### src/rtl/rl11_dma_pkg.sv
// Shared definitions for the RL11 NPR data-transfer engine: FSM states, ARM
// register map, status bit positions and Unibus cycle codes.
package rl11_dma_pkg;

    typedef enum logic [3:0] {
        IDLE  = 4'd0,
        WAITF = 4'd1,
        REQ   = 4'd2,
        SACK  = 4'd3,
        SETUP = 4'd4,
        MSYN  = 4'd5,
        ENDC  = 4'd6
    } state_e;

    localparam logic [2:0] REG_ID   = 3'd0;
    localparam logic [2:0] REG_CTL  = 3'd1;
    localparam logic [2:0] REG_WC   = 3'd2;
    localparam logic [2:0] REG_FIFO = 3'd3;
    localparam logic [2:0] REG_STAT = 3'd4;

    localparam logic [31:0] ID_WORD = 32'h524D2005;

    localparam int CTL_GO    = 31;
    localparam int CTL_ABORT = 30;
    localparam int CTL_DIR   = 29;

    localparam int ST_BUSY    = 31;
    localparam int ST_DONE    = 30;
    localparam int ST_NXM     = 29;
    localparam int ST_OVF     = 28;
    localparam int ST_ABORTED = 27;

    localparam logic [1:0] DATI = 2'b00;
    localparam logic [1:0] DATO = 2'b10;

endpackage

### src/rtl/rl11_dma_fifo.sv
// Word FIFO between the ARM and the Unibus side; head word is readable
// combinationally so it can be placed on the bus without an extra cycle.
module rl11_dma_fifo #(
    parameter int DEPTH = 16,
    parameter int CW    = $clog2(DEPTH) + 1
) (
    input  logic          clk,
    input  logic          rst,
    input  logic          clr,
    input  logic          push,
    input  logic          pop,
    input  logic [15:0]   wdata,
    output logic [15:0]   rdata,
    output logic [CW-1:0] count,
    output logic          full,
    output logic          empty
);
    localparam int AW = $clog2(DEPTH);

    logic [15:0]   mem_q [DEPTH];
    logic [AW-1:0] wr_ptr_q, wr_ptr_d;
    logic [AW-1:0] rd_ptr_q, rd_ptr_d;
    logic [CW-1:0] count_q, count_d;
    logic          do_push, do_pop;

    assign empty = (count_q == '0);
    assign full  = (count_q == CW'(DEPTH));
    assign count = count_q;
    assign rdata = mem_q[rd_ptr_q];

    // A pop frees a slot on the same clock, so push into a full FIFO is legal then.
    assign do_pop  = pop && !empty;
    assign do_push = push && (!full || do_pop);

    always_comb begin
        wr_ptr_d = wr_ptr_q;
        rd_ptr_d = rd_ptr_q;
        count_d  = count_q;
        if (do_push) wr_ptr_d = wr_ptr_q + AW'(1);
        if (do_pop)  rd_ptr_d = rd_ptr_q + AW'(1);
        case ({do_push, do_pop})
            2'b10:   count_d = count_q + CW'(1);
            2'b01:   count_d = count_q - CW'(1);
            default: count_d = count_q;
        endcase
        if (clr) begin
            wr_ptr_d = '0;
            rd_ptr_d = '0;
            count_d  = '0;
        end
    end

    always_ff @(posedge clk or posedge rst) begin
        if (rst) begin
            wr_ptr_q <= '0;
            rd_ptr_q <= '0;
            count_q  <= '0;
        end else begin
            wr_ptr_q <= wr_ptr_d;
            rd_ptr_q <= rd_ptr_d;
            count_q  <= count_d;
        end
    end

    always_ff @(posedge clk) begin
        if (do_push) mem_q[wr_ptr_q] <= wdata;
    end

endmodule

### src/rtl/rl11_dma.sv
// RL11 Unibus NPR engine: moves one word per grant between PDP memory and the
// ARM-side FIFO, reporting completion and non-existent-memory errors.
module rl11_dma #(
    parameter int DESKEW    = 2,
    parameter int TIMEOUT   = 500,
    parameter int FIFODEPTH = 16
) (
    input  logic        CLOCK,
    input  logic        RESET,
    input  logic        armwrite,
    input  logic [2:0]  armwaddr,
    input  logic [2:0]  armraddr,
    input  logic [31:0] armwdata,
    output logic [31:0] armrdata,
    input  logic        armrstrobe,
    output logic        armintrq,
    input  logic        init_in_h,
    output logic        npr_out_h,
    input  logic        npg_in_h,
    output logic        sack_out_h,
    output logic        bbsy_out_h,
    output logic [17:0] a_out_h,
    output logic [1:0]  c_out_h,
    output logic [15:0] d_out_h,
    output logic        msyn_out_h,
    input  logic        ssyn_in_h,
    input  logic [15:0] d_in_h
);
    import rl11_dma_pkg::*;

    localparam int CW = $clog2(FIFODEPTH) + 1;
    localparam logic [15:0] DESKEW_LAST  = 16'(DESKEW - 1);
    localparam logic [15:0] TIMEOUT_LAST = 16'(TIMEOUT - 1);

    state_e      state_q, state_d;
    logic [17:0] ba_q, ba_d;
    logic [15:0] wc_q, wc_d;
    logic [15:0] cnt_q, cnt_d;
    logic        dir_q, dir_d;
    logic        done_q, done_d, nxm_q, nxm_d, ovf_q, ovf_d;
    logic        aborted_q, aborted_d, abort_q, abort_d;

    logic        npr_q, npr_d, sack_q, sack_d, bbsy_q, bbsy_d, msyn_q, msyn_d;
    logic [17:0] a_q, a_d;
    logic [1:0]  c_q, c_d;
    logic [15:0] d_q, d_d;

    logic          fifo_push, fifo_pop, fifo_full, fifo_empty;
    logic [15:0]   fifo_wdata, fifo_rdata;
    logic [CW-1:0] fifo_count;

    logic busy, wr_ctl, wr_wc, wr_fifo, wr_stat, go, abort_req;
    logic bus_push, bus_pop, arm_pop, ovf_event;
    logic unused_wdata;

    assign busy      = (state_q != IDLE);
    assign wr_ctl    = armwrite && (armwaddr == REG_CTL);
    assign wr_wc     = armwrite && (armwaddr == REG_WC);
    assign wr_fifo   = armwrite && (armwaddr == REG_FIFO);
    assign wr_stat   = armwrite && (armwaddr == REG_STAT);
    assign go        = wr_ctl && armwdata[CTL_GO] && !busy;
    assign abort_req = wr_ctl && armwdata[CTL_ABORT] && busy;
    assign unused_wdata = ^armwdata[28:18];

    // Bus side wins the single FIFO port; a colliding ARM push is lost and flagged.
    assign bus_push   = (state_q == MSYN) && ssyn_in_h && dir_q;
    assign bus_pop    = (state_q == MSYN) && ssyn_in_h && !dir_q;
    assign arm_pop    = armrstrobe && (armraddr == REG_FIFO) && !fifo_empty;
    assign fifo_push  = bus_push || wr_fifo;
    assign fifo_pop   = bus_pop || arm_pop;
    assign fifo_wdata = bus_push ? d_in_h : armwdata[15:0];
    assign ovf_event  = (bus_push && wr_fifo) || (fifo_push && fifo_full && !fifo_pop);

    rl11_dma_fifo #(.DEPTH(FIFODEPTH), .CW(CW)) u_fifo (
        .clk   (CLOCK),
        .rst   (RESET),
        .clr   (init_in_h),
        .push  (fifo_push),
        .pop   (fifo_pop),
        .wdata (fifo_wdata),
        .rdata (fifo_rdata),
        .count (fifo_count),
        .full  (fifo_full),
        .empty (fifo_empty)
    );

    always_ff @(posedge CLOCK or posedge RESET) begin
        if (RESET) begin
            state_q   <= IDLE;
            ba_q      <= '0;
            wc_q      <= '0;
            cnt_q     <= '0;
            dir_q     <= 1'b0;
            done_q    <= 1'b0;
            nxm_q     <= 1'b0;
            ovf_q     <= 1'b0;
            aborted_q <= 1'b0;
            abort_q   <= 1'b0;
            npr_q     <= 1'b0;
            sack_q    <= 1'b0;
            bbsy_q    <= 1'b0;
            msyn_q    <= 1'b0;
            a_q       <= '0;
            c_q       <= '0;
            d_q       <= '0;
        end else begin
            state_q   <= state_d;
            ba_q      <= ba_d;
            wc_q      <= wc_d;
            cnt_q     <= cnt_d;
            dir_q     <= dir_d;
            done_q    <= done_d;
            nxm_q     <= nxm_d;
            ovf_q     <= ovf_d;
            aborted_q <= aborted_d;
            abort_q   <= abort_d;
            npr_q     <= npr_d;
            sack_q    <= sack_d;
            bbsy_q    <= bbsy_d;
            msyn_q    <= msyn_d;
            a_q       <= a_d;
            c_q       <= c_d;
            d_q       <= d_d;
        end
    end

    always_comb begin
        state_d   = state_q;
        ba_d      = ba_q;
        wc_d      = wc_q;
        cnt_d     = cnt_q;
        dir_d     = dir_q;
        done_d    = done_q;
        nxm_d     = nxm_q;
        ovf_d     = ovf_q;
        aborted_d = aborted_q;
        abort_d   = abort_q;
        if (wr_stat && armwdata[ST_BUSY]) begin
            done_d    = 1'b0;
            nxm_d     = 1'b0;
            ovf_d     = 1'b0;
            aborted_d = 1'b0;
        end
        if (ovf_event) ovf_d = 1'b1;
        if (wr_ctl && !busy) begin
            dir_d = armwdata[CTL_DIR];
            ba_d  = armwdata[17:0];
        end
        if (wr_wc && !busy) wc_d = armwdata[15:0];
        case (state_q)
            IDLE: begin
                if (go) begin
                    if (wc_q != '0) state_d = WAITF;
                    else            done_d  = 1'b1;
                end
            end
            WAITF: begin
                if (abort_req || abort_q) begin
                    state_d   = IDLE;
                    aborted_d = 1'b1;
                end else if (dir_q ? !fifo_full : !fifo_empty) begin
                    state_d = REQ;
                end
            end
            REQ: begin
                if (abort_req || abort_q) begin
                    state_d   = IDLE;
                    aborted_d = 1'b1;
                end else if (npg_in_h) begin
                    state_d = SACK;
                end
            end
            SACK: begin
                cnt_d   = '0;
                state_d = SETUP;
            end
            SETUP: begin
                if (cnt_q == DESKEW_LAST) begin
                    cnt_d   = '0;
                    state_d = MSYN;
                end else begin
                    cnt_d = cnt_q + 16'd1;
                end
            end
            MSYN: begin
                if (ssyn_in_h) begin
                    ba_d    = ba_q + 18'd2;
                    wc_d    = wc_q - 16'd1;
                    state_d = ENDC;
                end else if (cnt_q == TIMEOUT_LAST) begin
                    nxm_d   = 1'b1;
                    state_d = ENDC;
                end else begin
                    cnt_d = cnt_q + 16'd1;
                end
            end
            ENDC: begin
                if (!ssyn_in_h) begin
                    if (nxm_q) begin
                        state_d = IDLE;
                    end else if (wc_q == '0) begin
                        done_d  = 1'b1;
                        state_d = IDLE;
                    end else if (abort_q) begin
                        aborted_d = 1'b1;
                        state_d   = IDLE;
                    end else begin
                        state_d = WAITF;
                    end
                end
            end
            default: state_d = IDLE;
        endcase
        // Aborts arriving once the bus is owned wait for the cycle to finish.
        if (abort_req && (state_q inside {SACK, SETUP, MSYN, ENDC})) abort_d = 1'b1;
        if (state_d == IDLE) abort_d = 1'b0;
        if (init_in_h) begin
            state_d   = IDLE;
            cnt_d     = '0;
            done_d    = 1'b0;
            nxm_d     = 1'b0;
            ovf_d     = 1'b0;
            aborted_d = busy;
            abort_d   = 1'b0;
        end
    end

    // Bus outputs are registered from the next state so they move with it.
    always_comb begin
        npr_d  = (state_d == REQ);
        sack_d = (state_d == SACK);
        bbsy_d = (state_d inside {SACK, SETUP, MSYN, ENDC});
        msyn_d = (state_d == MSYN);
        a_d    = '0;
        c_d    = '0;
        d_d    = '0;
        if (state_d == SACK) begin
            a_d = ba_q;
            c_d = dir_q ? DATI : DATO;
            d_d = dir_q ? 16'd0 : fifo_rdata;
        end else if (bbsy_d) begin
            a_d = a_q;
            c_d = c_q;
            d_d = d_q;
        end
    end

    assign npr_out_h  = npr_q;
    assign sack_out_h = sack_q;
    assign bbsy_out_h = bbsy_q;
    assign msyn_out_h = msyn_q;
    assign a_out_h    = a_q;
    assign c_out_h    = c_q;
    assign d_out_h    = d_q;
    assign armintrq   = done_q || nxm_q;

    always_comb begin
        armrdata = '0;
        case (armraddr)
            REG_ID:   armrdata = ID_WORD;
            REG_CTL:  armrdata = {2'b00, dir_q, 11'd0, ba_q};
            REG_WC:   armrdata = {16'd0, wc_q};
            REG_FIFO: armrdata = fifo_empty ? 32'd0 : {16'd0, fifo_rdata};
            REG_STAT: begin
                armrdata[ST_BUSY]    = busy;
                armrdata[ST_DONE]    = done_q;
                armrdata[ST_NXM]     = nxm_q;
                armrdata[ST_OVF]     = ovf_q;
                armrdata[ST_ABORTED] = aborted_q;
                armrdata[16 +: CW]   = fifo_count;
                armrdata[3:0]        = state_q;
            end
            default:  armrdata = '0;
        endcase
    end

endmodule

### config.mk
export PLATFORM = sky130hd
export DESIGN_NAME = rl11_dma
export DESIGN_NICKNAME = d
export VERILOG_FILES = /design/src/rtl/rl11_dma_pkg.sv /design/src/rtl/rl11_dma_fifo.sv /design/src/rtl/rl11_dma.sv
export SDC_FILE = /design/constraint.sdc
export NUM_CORES = 1
export LEC_CHECK = 0
export ABC_AREA = 1
export BUFFER_PORTS_ARGS = -buffer_cell sky130_fd_sc_hd__buf_4
export CAP_MARGIN = 20
export CORE_ASPECT_RATIO = 0.7
export CORE_MARGIN = 5
export CORE_UTILIZATION = 63
export CTS_BUF_LIST = sky130_fd_sc_hd__clkbuf_8
export CTS_CLUSTER_SIZE = 12
export DETAILED_ROUTE_END_ITERATION = 10
export PLACE_DENSITY = 0.83
export SETUP_SLACK_MARGIN = 0.05
export SYNTH_ARGS = -nofsm -noshare
export SYNTH_HDL_FRONTEND = slang
export SYNTH_SLANG_ARGS = --single-unit
export TNS_END_PERCENT = 5
### constraint.sdc
create_clock -name CLOCK -period 4.35 [get_ports CLOCK]
set_input_delay 0.435 -clock CLOCK [delete_from_list [all_inputs] [get_ports CLOCK]]
set_output_delay 0.435 -clock CLOCK [all_outputs]
set_load 0.01 [all_outputs]
==> summary.txt, run 1 <==
Synth Flop Type: edfxtp_1
Pwr per Cell Area: 365 nW/µm²
Critical path launch point type: flop
CP most frequent cell: nand3_1
Die X: 211 µm
Max Slew Vio Count: 0
First-pass GRT wire length: 74700 µm
Root Buffer: clkbuf_8
Number of DRC markers in iteration 0: 2077
Clk sinks: 368
Routed via count: 14800
Max_slew headroom: 34.4%
Hpwl dp: 32300 µm
Largest net degree at the start of global routing: 127
Syn-to-layout area delta: 12.7%
Max IR drop VDD: 198 µV
Core box area: 27900 µm²
WHS Path Cells: 3
Htree depth: 2
Die ar.: 31900 µm²
Crit-path slowest cell: dfrtp_1
Clock slew at reported path FFs: 0.07 ns
RD Place Congestion: 0.991
Critical path class: flop to output port
Post-CTS sizing: 0
Post-synthesis sequential area ratio: 58.7%
Outcome: finished, final reports clean
Setup tns final: 0 ns
Final net count: 2193
Clk buf depth: 3
Met1 WL: 19900 µm
Vias per cell: 5.83
Crit. End Element: output port
Share of layout cells above drive strength 1: 13.4%
Die H: 151 µm
Antenna Cells: 0
GRT Util Overall: 30.0%
WL final: 48600 µm
DRC violations left: 0
Worst path cell trace: clkinv_1, nand3_1, nand2_1, a21oi_1, nand3_1, buf_4
F_max: 270 MHz
Critical Path AT: 3.26 ns
Max layer used: met4
Final hold vios: 0
Hold WC Path Type: input pin to flop
Worst path max stage delay: 0.80 ns
IO Pins: 134
Initial antenna violation count: 0
Post-synth ARST share: 30.4%
Setup violations, final: 0
TritonCTS Buffers: 51
Port bufs: 117
Worst-Skew Late Latency: 0.61 ns
DR WL met3: 5900 µm
Number of synthesized register bits: 368
EDFF count, synth: 256
Post-Synthesis Cells: 1999
Hold Slack: 0.0799 ns
Synth Cell Area: 17900 µm²
Warnings, synthesis: 0
Worst-path fanout max: 18
Count of different cell masters after synthesis: 51
Std cell rows: 51
Starting Density: 64.1%
Cell leakage power: 8.90 nW
Wire length on met2: 21500 µm
Post-route ant nets: 0
Final min period: 3.70 ns
TritonRoute pass-1 iters: 6
Worst-Margin Slew: 0.982 ns
CTS tree: built
Syn avg cell area: 8.94 µm²
WL per Instance: 19.2 µm
R2R cell count: 11
Gr ovfl total: 0
Number of global-route vias before repair: 13700
Unrepaired setup endpoints after global routing: no
Critical path data required time: 3.91 ns
Fin crit share: 85.0%
Max_cap viols: 0
Setup Skew: 0.0198 ns
==> final timing paths <==
kind | from | end | slack, ns
max | u_fifo.rd_ptr_q[3] | armrdata[2] | 0.65
min | armwdata[29] | dir_q | 0.08
max reg2reg | state_q[3] | u_fifo.mem_q[13][10] | 1.32
min reg2reg | a_out_h[10] | a_out_h[10] | 0.48
max in group asynchronous | RESET | u_fifo.rd_ptr_q[0] | 2.89
min in group asynchronous | RESET | u_fifo.count[1] | 0.52
==> layout by cell type (no fill, tap or decap), types with 4 or more instances in the layout <==
| cell | instances |
|---|---|
| o211ai_1 | 9 |
| nand3_1 | 204 |
| nand2_2 | 7 |
| inv_1 | 171 |
| nand4_1 | 13 |
| nor2_2 | 22 |
| o22ai_1 | 8 |
| a31oi_1 | 4 |
| conb_1 | 6 |
| edfxtp_1 | 256 |
| a211oi_1 | 5 |
| nand3_2 | 15 |
| xor2_1 | 7 |
| clkbuf_8 | 55 |
| buf_4 | 151 |
| nand2_1 | 720 |
| o221ai_1 | 8 |
| inv_2 | 6 |
| dfrtp_1 | 110 |
| ha_1 | 13 |
| a21oi_1 | 79 |
| clkinv_2 | 9 |
| nor3_1 | 12 |
| nor2_1 | 112 |
| o21ai_1 | 4 |
| o21ai_0 | 97 |
| clkinv_1 | 12 |
==> critical path, delay by kind of cell, from the launching register on <==
| kind | cells | cell delay, ns |
|---|---|---|
| buffers and inverters | 2 | 0.96 |
| DFF | 1 | 0.80 |
| and+or+nand+nor | 3 | 0.66 |
| AOI/OAI and AO/OA | 1 | 0.23 |
==> sequential cells by signal, indices dropped and copies added (netlist names), 4 cells and up <==
name / cells
u_fifo.wr_ptr_q: 4
u_fifo.rd_ptr_q: 4
a_out_h: 18
cnt_q: 16
u_fifo.count: 5
u_fifo.mem_q: 256
d_out_h: 16
wc_q: 16
ba_q: 18
state_q: 4
==> stage by stage <==
step / setup slack (ns) / power (mW) / std cells / cell area, µm² / util (%)
floorplan: 0.956 / 4.45 / 2004 / 17900 / -
global placement: 1.34 / 4.70 / 2435 / 19100 / 68.5
detailed placement: 1.36 / 4.72 / 2435 / 19100 / 68.5
CTS: 0.734 / 7.34 / 2531 / 20100 / 72.2
global route: 0.594 / 7.62 / 2531 / 20100 / 72.2
finish: 0.651 / 7.35 / 2531 / 20100 / 72.2
==> Yosys cell counts (all sizes together), types with 4 or more instances <==
cell	instances	area, µm²
o211ai	9	67.6
nand2	728	2760
clkinv	7	27.5
a211oi	5	37.5
o21ai	101	505
ha	13	163
a21oi	81	413
o22ai	8	50.1
inv	157	589
buf	64	367
a31oi	4	25.0
nor2	138	572
o221ai	8	70.1
edfxtp	256	7690
nand4	13	81.3
dfrtp	112	2800
nand3	220	1190
xor2	7	61.3
clkbuf	30	114
nor3	15	90.1
==> power by group <==
group          internal, mW  total (mW)  switching (mW)
registers              3.84        3.95           0.110
logic                 0.235       0.734           0.499
clock network          1.35        2.67            1.32
total                  5.43        7.35            1.93
==> timing repair <==
item,CTS,global route
buffers inserted,0,0
hold endpoints to repair,39,0
hold buffers,1,0
==> area by class of cell <==
class	instances	area (µm²)
fill	2014	7760
timing repair buffer	155	1200
multi-input combinational	1378	6330
clock inverter	40	248
clock buffer	55	757
sequential	368	10500
inverter	164	621
tap	371	464
==> cells by family after synthesis <==
kind of cell	synth area share [%]
other	0.0210
DFF	58.7
adders and majority gates	1.02
AOI/OAI and AO/OA	7.05
and+or+nand+nor	26.5
xor gates and xnor gates	0.490
buffers and inverters	6.14
==> per-layer routing <==
metal / global-route usage [%] / vias to the layer above
li1: - / 6862
met1: 44.6 / 6924
met2: 44.4 / 883
met3: 7.23 / 99
met4: 8.97 / 0
met5: 0 / -
(Power assumes the default switching activity.)
==> run 2: changes to the inputs <==
- HOLD_SLACK_MARGIN: unset -> 0.15
==> run 2 against run 1 <==
  * Clock power is essentially flat
  * Fmax down 0.26%
  * Routed wire length increased by 0.43%
  * Global-route usage rose by 0.096 points
  * Clock skew hardly changed
  * Critical path depth is the same
  * First-iteration DRC count shrank 0.67%
  * Flip-flop and latch count did not move
  * Total power about the same
  * Count of clock-buffer cells in the layout did not move
  * Largest cell class unchanged
==> summary.txt, run 2 (same netlist as run 1, synthesis figures left out) <==
Outcome: finished, final reports clean
Die X: 211 µm (unchanged)
Core box area: 27900 µm² (unchanged)
Gr ovfl total: 0 (unchanged)
Number of DRC markers in iteration 0: 2063 (-0.67%)
Setup tns final: 0 ns (unchanged)
Max_cap viols: 0 (unchanged)
Worst-Margin Slew: 1.02 ns (+0.0430 ns)
Post-CTS sizing: 0 (unchanged)
Post-Route Utilization: 72.7% (+0.55 points)
IO Pins: 134 (unchanged)
Worst-Skew Late Latency: 0.60 ns (about the same)
Max Slew Vio Count: 0 (unchanged)
Fin cells: 2547 (+0.63%)
TritonCTS Buffers: 51 (unchanged)
F_max: 270 MHz (-0.26%)
Final min period: 3.71 ns (+0.00966 ns)
Most frequent cells in the layout: nand2_1, edfxtp_1, nand3_1, inv_1, buf_4
Largest net degree at the start of global routing: 127 (unchanged)
Clk buf depth: 3 (unchanged)
Overall Power: 7.35 mW (about the same)
Vias per cell: 5.83 (about the same)
First-pass GRT wire length: 75000 µm (+0.43%)
Post-route ant nets: 0 (unchanged)
Port bufs: 117 (unchanged)
Htree depth: 2 (unchanged)
DRC violations left: 0 (unchanged)
Largest register FFs: 256 (unchanged)
Die H: 151 µm (unchanged)
RD Place Congestion: 0.991 (unchanged)
Max IR drop VDD: 197 µV (-0.59%)
Fin crit share: 85.3% (+0.22 points)
Biggest register: u_fifo.mem_q
Hold WC Path Type: input pin to flop
Std cell rows: 51 (unchanged)
Starting Density: 64.1% (unchanged)
Filler instances: 1993 (-1.0%)
Cell leakage power: 8.96 nW (+0.70%)
Syn-to-layout area delta: 13.5%
Most common cell after layout, fill and taps aside: nand2_1
Worst-path fanout max: 18 (unchanged)
Setup Skew: 0.0196 ns (-0.000148 ns)
Max_slew headroom: 31.6% (-2.8 points)
Routed via count: 14900 (+0.60%)
Final hold vios: 0 (unchanged)
Root Buffer: clkbuf_8
Share of layout cells above drive strength 1: 13.3% (-0.093 points)
DP Cell Count: 2435 (unchanged)
Number of global-route vias before repair: 13800 (+0.69%)
Pwr per Cell Area: 363 nW/µm² (-0.73%)
Critical Path AT: 3.27 ns (about the same)
WL final: 48800 µm (+0.43%)
Final net count: 2208 (+0.68%)
Clk sinks: 368 (unchanged)
Die ar.: 31900 µm² (unchanged)
Hpwl dp: 32300 µm (unchanged)
CTS tree: built
GRT Util Overall: 30.1% (+0.096 points)
WL per Instance: 19.2 µm (-0.20%)
Setup violations, final: 0 (unchanged)
Unrepaired setup endpoints after global routing: no
Crit. End Element: output port
Clock slew at reported path FFs: 0.07 ns (about the same)
Critical path data required time: 3.91 ns (about the same)
Critical path launch point type: flop
Hold Slack: 0.175 ns (+0.0956 ns)
TritonRoute pass-1 iters: 6 (unchanged)
Critical path class: flop to output port
Initial antenna violation count: 0 (unchanged)
run 2: cell types whose count changed in the layout (fill, tap and decap cells not counted), sizes merged:
cell	previous run	this run
dlygate4sd3	1	16
diode	0	1
run 2: final timing paths:
kind / from / endpoint / slack [ns] / cells past startpoint
worst max-delay path: u_fifo.rd_ptr_q[3] / armrdata[2] / 0.64 / 6
worst min-delay path: armwdata[14] / wc_q[14] / 0.18 / 3
worst max register to register: state_q[3] / u_fifo.mem_q[13][10] / 1.31 / 11
worst min register to register: a_out_h[10] / a_out_h[10] / 0.48 / 2
max in group asynchronous: RESET / u_fifo.rd_ptr_q[0] / 2.89 / 4
min in group asynchronous: RESET / u_fifo.count[1] / 0.53 / 3
run 2: timing repair:
action	4_1_cts	5_1_grt
hold buffers	16	0
buffers inserted	0	0
endpoints found under the setup margin	0	0
hold endpoints to repair	73	0
run 2: power breakdown:
part / switching [mW] / internal, mW
Clock: 1.31 / 1.35
Sequential: 0.110 / 3.84
Combinational: 0.500 / 0.244
Total: 1.92 / 5.43
run 2: stage by stage:
stage / cell area, µm² / worst slack (ns)
3_5_place_dp: 19100 / 1.36
6_report: 20300 / 0.642
2_1_floorplan: 17900 / 0.956
5_1_grt: 20300 / 0.594
4_1_cts: 20300 / 0.734
3_3_place_gp: 19100 / 1.34
run 2: layout make-up:
class,count,area [µm²],share of cell area [%]
Inverter,164,621,3.06
Tap cell,371,464,2.29
Antenna cell,1,2.50,0.0123
Clock inverter,40,248,1.22
Clock buffer,55,757,3.73
Multi-Input combinational cell,1378,6330,31.2
Sequential cell,368,10500,51.8
Timing Repair Buffer,170,1350,6.68
run 2: worst max-delay path, stage by stage, from the launching register on:
cell,delay (ns)
dfrtp_1,0.81
clkinv_1,0.82
nand3_1,0.45
nand2_1,0.11
a21oi_1,0.23
nand3_1,0.10
buf_4,0.16
run 2: metal layers:
metal  track usage (%)  share of wire [%]
met2              44.8                 44
met4              9.10                2.6
met5                 0                  0
met3              7.18                 12
met1              44.6                 41
